File: src/rtl/cv_sweep_scheduler.sv
`default_nettype none
// ============================================================================
// Module      : cv_sweep_scheduler
// Description : Triangular staircase DAC code sequencer for cyclic voltammetry
//               v_init -> v_high -> v_low -> v_init, repeated n_cycles times,
//               with a programmable per-step dwell of at least one DAC frame.
// Revision    : 1.0 - initial release
// ============================================================================
module cv_sweep_scheduler #(
    parameter int FRAME_CLKS = 50,
    parameter int TIMER_W    = 24
) (
    input  logic               clk,
    input  logic               rst,
    input  logic               start,
    input  logic               abort,
    input  logic [15:0]        v_init,
    input  logic [15:0]        v_high,
    input  logic [15:0]        v_low,
    input  logic [15:0]        step,
    input  logic [TIMER_W-1:0] step_clks,
    input  logic [7:0]         n_cycles,
    output logic [15:0]        dac_data,
    output logic               sample_strobe,
    output logic               busy,
    output logic               done,
    output logic               err,
    output logic               dir,
    output logic [7:0]         cycle_cnt
);

    typedef enum logic [2:0] {
        S_IDLE   = 3'd0,
        S_UP     = 3'd1,
        S_DOWN   = 3'd2,
        S_RETURN = 3'd3,
        S_FINAL  = 3'd4
    } state_t;

    localparam logic [TIMER_W-1:0] C_FRAME_CLKS = TIMER_W'(FRAME_CLKS);
    localparam logic [TIMER_W-1:0] C_TIMER_ONE  = TIMER_W'(1);

    state_t             r_state;
    logic [TIMER_W-1:0] r_timer;
    logic [TIMER_W-1:0] r_eff_clks;
    logic [15:0]        r_v_init;
    logic [15:0]        r_v_high;
    logic [15:0]        r_v_low;
    logic [15:0]        r_eff_step;
    logic [7:0]         r_n_cycles;

    logic               w_dwell_end;
    logic               w_cfg_bad;
    logic [16:0]        w_sum;
    logic [16:0]        w_diff;
    logic [7:0]         w_cnt_next;

    // Last cycle of the current dwell; the next code is registered on this edge
    assign w_dwell_end = (r_state != S_IDLE) && (r_timer == (r_eff_clks - C_TIMER_ONE));

    // An aborting cycle never presents a strobe
    assign sample_strobe = w_dwell_end & ~abort;

    // Vertex ordering and cycle count must be sane before a sweep may begin
    assign w_cfg_bad = (v_low > v_init) || (v_init > v_high) || (n_cycles == 8'd0);

    // 17-bit step arithmetic so that neither end can wrap around
    assign w_sum      = {1'b0, dac_data} + {1'b0, r_eff_step};
    assign w_diff     = {1'b0, dac_data} - {1'b0, r_eff_step};
    assign w_cnt_next = cycle_cnt + 8'd1;

    // Sweep sequencer: config latch, dwell timer, clamped stepping and handshakes
    always_ff @(posedge clk) begin
        if (rst) begin
            r_state    <= S_IDLE;
            r_timer    <= '0;
            r_eff_clks <= '0;
            r_v_init   <= '0;
            r_v_high   <= '0;
            r_v_low    <= '0;
            r_eff_step <= '0;
            r_n_cycles <= '0;
            dac_data   <= '0;
            busy       <= 1'b0;
            done       <= 1'b0;
            err        <= 1'b0;
            dir        <= 1'b0;
            cycle_cnt  <= '0;
        end else begin
            done <= 1'b0;
            case (r_state)
                S_IDLE: begin
                    if (start && !abort) begin
                        r_v_init   <= v_init;
                        r_v_high   <= v_high;
                        r_v_low    <= v_low;
                        r_eff_step <= (step == 16'd0) ? 16'd1 : step;
                        r_eff_clks <= (step_clks < C_FRAME_CLKS) ? C_FRAME_CLKS : step_clks;
                        r_n_cycles <= n_cycles;
                        if (w_cfg_bad) begin
                            err  <= 1'b1;
                            done <= 1'b1;
                        end else begin
                            dac_data  <= v_init;
                            busy      <= 1'b1;
                            dir       <= 1'b1;
                            cycle_cnt <= '0;
                            err       <= 1'b0;
                            r_timer   <= '0;
                            r_state   <= S_UP;
                        end
                    end
                end
                default: begin
                    if (abort) begin
                        r_state  <= S_IDLE;
                        busy     <= 1'b0;
                        dac_data <= r_v_init;
                        r_timer  <= '0;
                    end else if (w_dwell_end) begin
                        r_timer <= '0;
                        case (r_state)
                            S_UP: begin
                                if (w_sum >= {1'b0, r_v_high}) begin
                                    dac_data <= r_v_high;
                                    dir      <= 1'b0;
                                    r_state  <= S_DOWN;
                                end else begin
                                    dac_data <= w_sum[15:0];
                                end
                            end
                            S_DOWN: begin
                                if ($signed(w_diff) <= $signed({1'b0, r_v_low})) begin
                                    dac_data <= r_v_low;
                                    dir      <= 1'b1;
                                    r_state  <= S_RETURN;
                                end else begin
                                    dac_data <= w_diff[15:0];
                                end
                            end
                            S_RETURN: begin
                                if (w_sum >= {1'b0, r_v_init}) begin
                                    dac_data  <= r_v_init;
                                    cycle_cnt <= w_cnt_next;
                                    r_state   <= (w_cnt_next == r_n_cycles) ? S_FINAL : S_UP;
                                end else begin
                                    dac_data <= w_sum[15:0];
                                end
                            end
                            S_FINAL: begin
                                done    <= 1'b1;
                                busy    <= 1'b0;
                                r_state <= S_IDLE;
                            end
                            default: begin
                                r_state <= S_IDLE;
                            end
                        endcase
                    end else begin
                        r_timer <= r_timer + C_TIMER_ONE;
                    end
                end
            endcase
        end
    end

endmodule
`default_nettype wire

File: config.mk
export PLATFORM = sky130hd
export DESIGN_NAME = cv_sweep_scheduler
export DESIGN_NICKNAME = d
export VERILOG_FILES = /design/src/rtl/cv_sweep_scheduler.sv
export SDC_FILE = /design/constraint.sdc
export NUM_CORES = 1
export LEC_CHECK = 0
export BUFFER_PORTS_ARGS = -buffer_cell sky130_fd_sc_hd__buf_2
export CAP_MARGIN = 20
export CELL_PAD_IN_SITES_DETAIL_PLACEMENT = 0
export CELL_PAD_IN_SITES_GLOBAL_PLACEMENT = 1
export CORE_MARGIN = 2
export CORE_UTILIZATION = 44
export DETAILED_ROUTE_END_ITERATION = 7
export PLACE_DENSITY_LB_ADDON = 0.1
export SYNTH_ARGS = -nofsm -noshare
export SYNTH_HDL_FRONTEND = slang
export SYNTH_SLANG_ARGS = --single-unit
File: constraint.sdc
create_clock -name clk -period 5.2 [get_ports clk]
set_input_delay 0.52 -clock clk [delete_from_list [all_inputs] [get_ports clk]]
set_output_delay 0.52 -clock clk [all_outputs]
set_load 0.01 [all_outputs]
==> out/results.txt <==
The flow ran to the end, and the final reports show no timing, DRC or antenna violations. When the netlist entered floorplanning its net count stood at 1707. The design draws 6270 uW. The detail-routed via count per cell was 5.67; the routed length per instance was 18.6 um. The worst path uses 95.4% of the clock period. The net switching fraction of the power was 45.5%; the worst setup slack after placement was 0.0535 ns.

In this run the worst path has a maximum fanout of 10. The worst supply voltage drop on vdd is 314 uV, and the final estimated routing congestion in global placement is 0.938. The mapped netlist covers 0.0113 mm^2. The post-synthesis cell type with the largest combined area was sky130_fd_sc_hd__dfxtp_1. For the worst setup path, the data required time is 5.52 ns. The worst register-to-register path begins at dac_data[0]. After the last flow step, the layout net total stands at 1809. In this run the count of I/O pins placed on the die edge is 129. The count of warnings emitted by yosys came out at 0. The count of buffers added on input and output ports is 128. The number of global-route vias before repair was 10.3k. The class of the worst hold path is in2reg. Ranked by instance count, the synthesized netlist is headed by sky130_fd_sc_hd__nand2_1 (231), sky130_fd_sc_hd__a21oi_1 (171), sky130_fd_sc_hd__dfxtp_1 (151). In the synthesized netlist the async set-or-reset flop fraction comes to 0%. After detailed routing, the number of remaining DRC violations is 0.

The floorplan step set the die height to 164 um. Wires add up to 36.1 mm. The synthesized design contains 0 enable-type register cells. In this run, flip-flops and latches consume 22.6% of the power. The count of nets left with antenna violations once routing finished came out at 0. The run gives 151 as the total clock sinks. The number of iterations in the first detailed-routing pass was 6; the number of H-tree levels was 4. For the worst setup path, the data arrival time is 5.28 ns. The fraction of synthesized cell area taken by the top area cell type works out to 26.8%.

Counting cells, the worst reg-to-reg path comes to 22. The logs give 0.0122 mm^2 for the area after detailed placement and 0 for the max-capacitance violation count. Row generation in the floorplan step produced 58 rows. The run gives 39.3% as the relative slew slack.

Global routing used 27.0% of the available tracks. The floorplan step defined a core boundary enclosing 0.0252 mm^2. The initial utilization of the core area, before any placement, comes to 44.8%. The critical hold path startpoint was step[10]. Timing would allow up to 201 MHz. Tracing the worst setup path back leads to its startpoint at dac_data[0].

Sequential elements use 26.8% of the synthesized area. The logs give 56.3% for the combinational share of power and 27.8 mm for the detailed-placement wirelength estimate. The filler cells instantiated in the layout total 2566.

Dominant register cell in the synthesized netlist: sky130_fd_sc_hd__dfxtp_1. The wire length of the first global-routing pass is 56.0 mm, and the post-layout instance area is 0.0130 mm^2. The setup skew after layout was 0.00994 ns; the total clock buffers created by CTS was 17. The logs give 11.0k for the detailed-route via count and 21.1% for the clock share of power. The total grt overflow was 0. The count of cell types in the netlist came out at 87.

The synthesized design contains 151 register bits. For the hold violation count in the final report, the log shows 0. The critical path is of the reg2reg type. For the max-slew violation total from the final report, the log shows 0. The clock transition time at the flip-flop clock pins of the worst setup and hold paths works out to 0.07 ns. The maximum number of pins on one net before global-route repair is 77. Summed over all nets, the switching power comes to 2850 uW. Along the worst hold path, the cell count comes to 3. Relative to the synthesized area, the layout overhead comes to 14.9%.

STA classifies the critical path startpoint as a flip-flop. The tools report the least setup slack across all paths after layout as 0.237 ns. The post-layout minimum cycle time was 4.96 ns. Final hold analysis gives a worst-case slack of 0.319 ns.

The proportion of layout cells with a drive suffix above 1 is 14.4%, and the total power divided by cell area is 484 mW/mm^2. The insertion delay to the later sink of the worst-skew pair is 0.44 ns. The floorplan step defined a die boundary enclosing 0.0269 mm^2. 0 antenna diodes ended up in the layout.

The average footprint of a synthesized cell was 7.57 um^2; the horizontal die dimension was 164 um. The worst setup path is captured at a flip-flop. Leakage dissipation: 0.00535 uW. Setup violations remaining at the end of the flow were counted as 0. Cell internal power was estimated by the tool at 3420 uW. Yosys attributes the largest share of cell area to sky130_fd_sc_hd__dfxtp_1 (27%), sky130_fd_sc_hd__ha_1 (13%), sky130_fd_sc_hd__nand2_1 (7.7%). Clock tree root buffer cell: sky130_fd_sc_hd__clkbuf_16.

Buffers inserted to repair hold after CTS numbered 0. At the pin with the least slew margin, the transition time is 0.898 ns. In this run, the number of DRC markers left after iteration 0 of detailed routing was 821. After technology mapping, the gate count stands at 1490. The tools report the initial antenna violation count as 0. TritonCTS built the clock tree. No sink is reached through more buffers than the 2 on the longest clock path.

The setup TNS after final layout came out at 0 ns. Yosys instantiated no cell more often than sky130_fd_sc_hd__nand2_1.
==> power by group through the flow <==
stage | registers [uW] | clock network, uW | logic [uW]
finish | 1420 | 1320 | 3530
global route | 1430 | 1390 | 3910
CTS | 1420 | 1350 | 3410
detailed placement | 1440 | 0 | 3380
global placement | 1440 | 0 | 3350
floorplan | 1400 | 0 | 2420
==> logic make-up after synthesis <==
group,count (synthesis),synth area share [%]
AOI/OAI and AO/OA,375,21.7
buffers and inverters,195,6.76
DFF,151,26.8
and+or+nand+nor,548,23.4
muxes,13,1.19
xor gates and xnor gates,91,7.07
adders and majority gates,117,13.1
==> through the flow <==
stage,instances,util [%]
6_report,1935,51.4
5_1_grt,1935,51.4
4_1_cts,1929,50.9
3_5_place_dp,1897,48.5
3_3_place_gp,1897,48.5
2_1_floorplan,1490,-
==> layout by cell type (no fill, tap or decap), types with 7 or more instances in the layout <==
cell type and count:
sky130_fd_sc_hd__nand2_1 230, sky130_fd_sc_hd__a21oi_1 169, sky130_fd_sc_hd__dfxtp_1 151, sky130_fd_sc_hd__buf_2 127, sky130_fd_sc_hd__inv_1 120, sky130_fd_sc_hd__ha_1 115
sky130_fd_sc_hd__nor2_1 106, sky130_fd_sc_hd__xnor2_1 61, sky130_fd_sc_hd__nand3_1 40, sky130_fd_sc_hd__o21ai_0 37, sky130_fd_sc_hd__xor2_1 30, sky130_fd_sc_hd__buf_4 25
sky130_fd_sc_hd__nor3_1 24, sky130_fd_sc_hd__nand4_1 24, sky130_fd_sc_hd__nor4_1 20, sky130_fd_sc_hd__clkbuf_16 17, sky130_fd_sc_hd__a221oi_1 15, sky130_fd_sc_hd__o211ai_1 15
sky130_fd_sc_hd__nor2b_1 14, sky130_fd_sc_hd__and3_1 14, sky130_fd_sc_hd__a21o_1 13, sky130_fd_sc_hd__nand2b_1 12, sky130_fd_sc_hd__a31oi_1 11, sky130_fd_sc_hd__a211oi_1 11
sky130_fd_sc_hd__o21a_1 10, sky130_fd_sc_hd__mux2i_1 10, sky130_fd_sc_hd__or3_1 8, sky130_fd_sc_hd__nor3b_1 7, sky130_fd_sc_hd__o31a_1 7, sky130_fd_sc_hd__and4_1 7
==> path summary, 6_finish.rpt <==
kind                          to  slack (ns)
setup / recovery     dac_data[9]        0.24
hold / removal    r_eff_step[10]        0.32
setup reg to reg     dac_data[9]        0.24
hold reg to reg      r_v_low[13]        0.46
==> worst max-delay path, cell delays in order, from the launching register on <==
cell and delay [ns]:
sky130_fd_sc_hd__dfxtp_1 0.33, sky130_fd_sc_hd__ha_1 0.23, sky130_fd_sc_hd__fa_1 0.40, sky130_fd_sc_hd__nor2b_1 0.16, sky130_fd_sc_hd__o211ai_1 0.17, sky130_fd_sc_hd__buf_4 0.16
sky130_fd_sc_hd__a21oi_2 0.06, sky130_fd_sc_hd__o21ai_0 0.19, sky130_fd_sc_hd__nor2b_4 0.19, sky130_fd_sc_hd__mux2_2 0.36, sky130_fd_sc_hd__or2_2 0.33, sky130_fd_sc_hd__ha_1 0.30
sky130_fd_sc_hd__a211oi_1 0.23, sky130_fd_sc_hd__o21ai_1 0.13, sky130_fd_sc_hd__a21oi_2 0.18, sky130_fd_sc_hd__o31ai_4 0.10, sky130_fd_sc_hd__nor2_1 0.18, sky130_fd_sc_hd__a211oi_2 0.12
sky130_fd_sc_hd__buf_4 0.19, sky130_fd_sc_hd__or2_4 0.30, sky130_fd_sc_hd__a221o_1 0.36, sky130_fd_sc_hd__o211ai_1 0.08, sky130_fd_sc_hd__a21oi_1 0.08
==> repair_timing <==
item / 4_1_cts / 5_1_grt
setup endpoints to repair: 1 / 26
cloned: 0 / 1
gates resized for setup: 1 / 16
buffers inserted: 0 / 4
pin swaps: 0 / 9
==> cell type report <==
type                    count  area (um^2)  share of cell area [%]
flip-flops and latches    151         3020                    23.3
well taps                 330          413                    3.19
multi-input cells        1145         7590                    58.6
repair buffers            154          855                    6.60
clock buffers              17          425                    3.28
clock inverters            15          186                    1.44
inverters                 123          462                    3.56
==> sequential cells by signal, summed over array words and instances, names as in the netlist <==
signal,flops
busy,1
cycle_cnt,8
dac_data,16
dir,1
done,1
err,1
r_eff_clks,24
r_eff_step,16
r_n_cycles,8
r_state,3
r_timer,24
r_v_high,16
r_v_init,16
r_v_low,16
==> per-layer routing <==
metal,GRT usage (%),wire length (um),part of all wire [%],vias to the layer above
li1,-,-,-,5453
met1,32.7,15200,42,5177
met2,48.6,18100,50,293
met3,3.79,1720,4.8,54
met4,9.65,1080,3.0,0
met5,0,0,0,-
(Power assumes the default switching activity.)
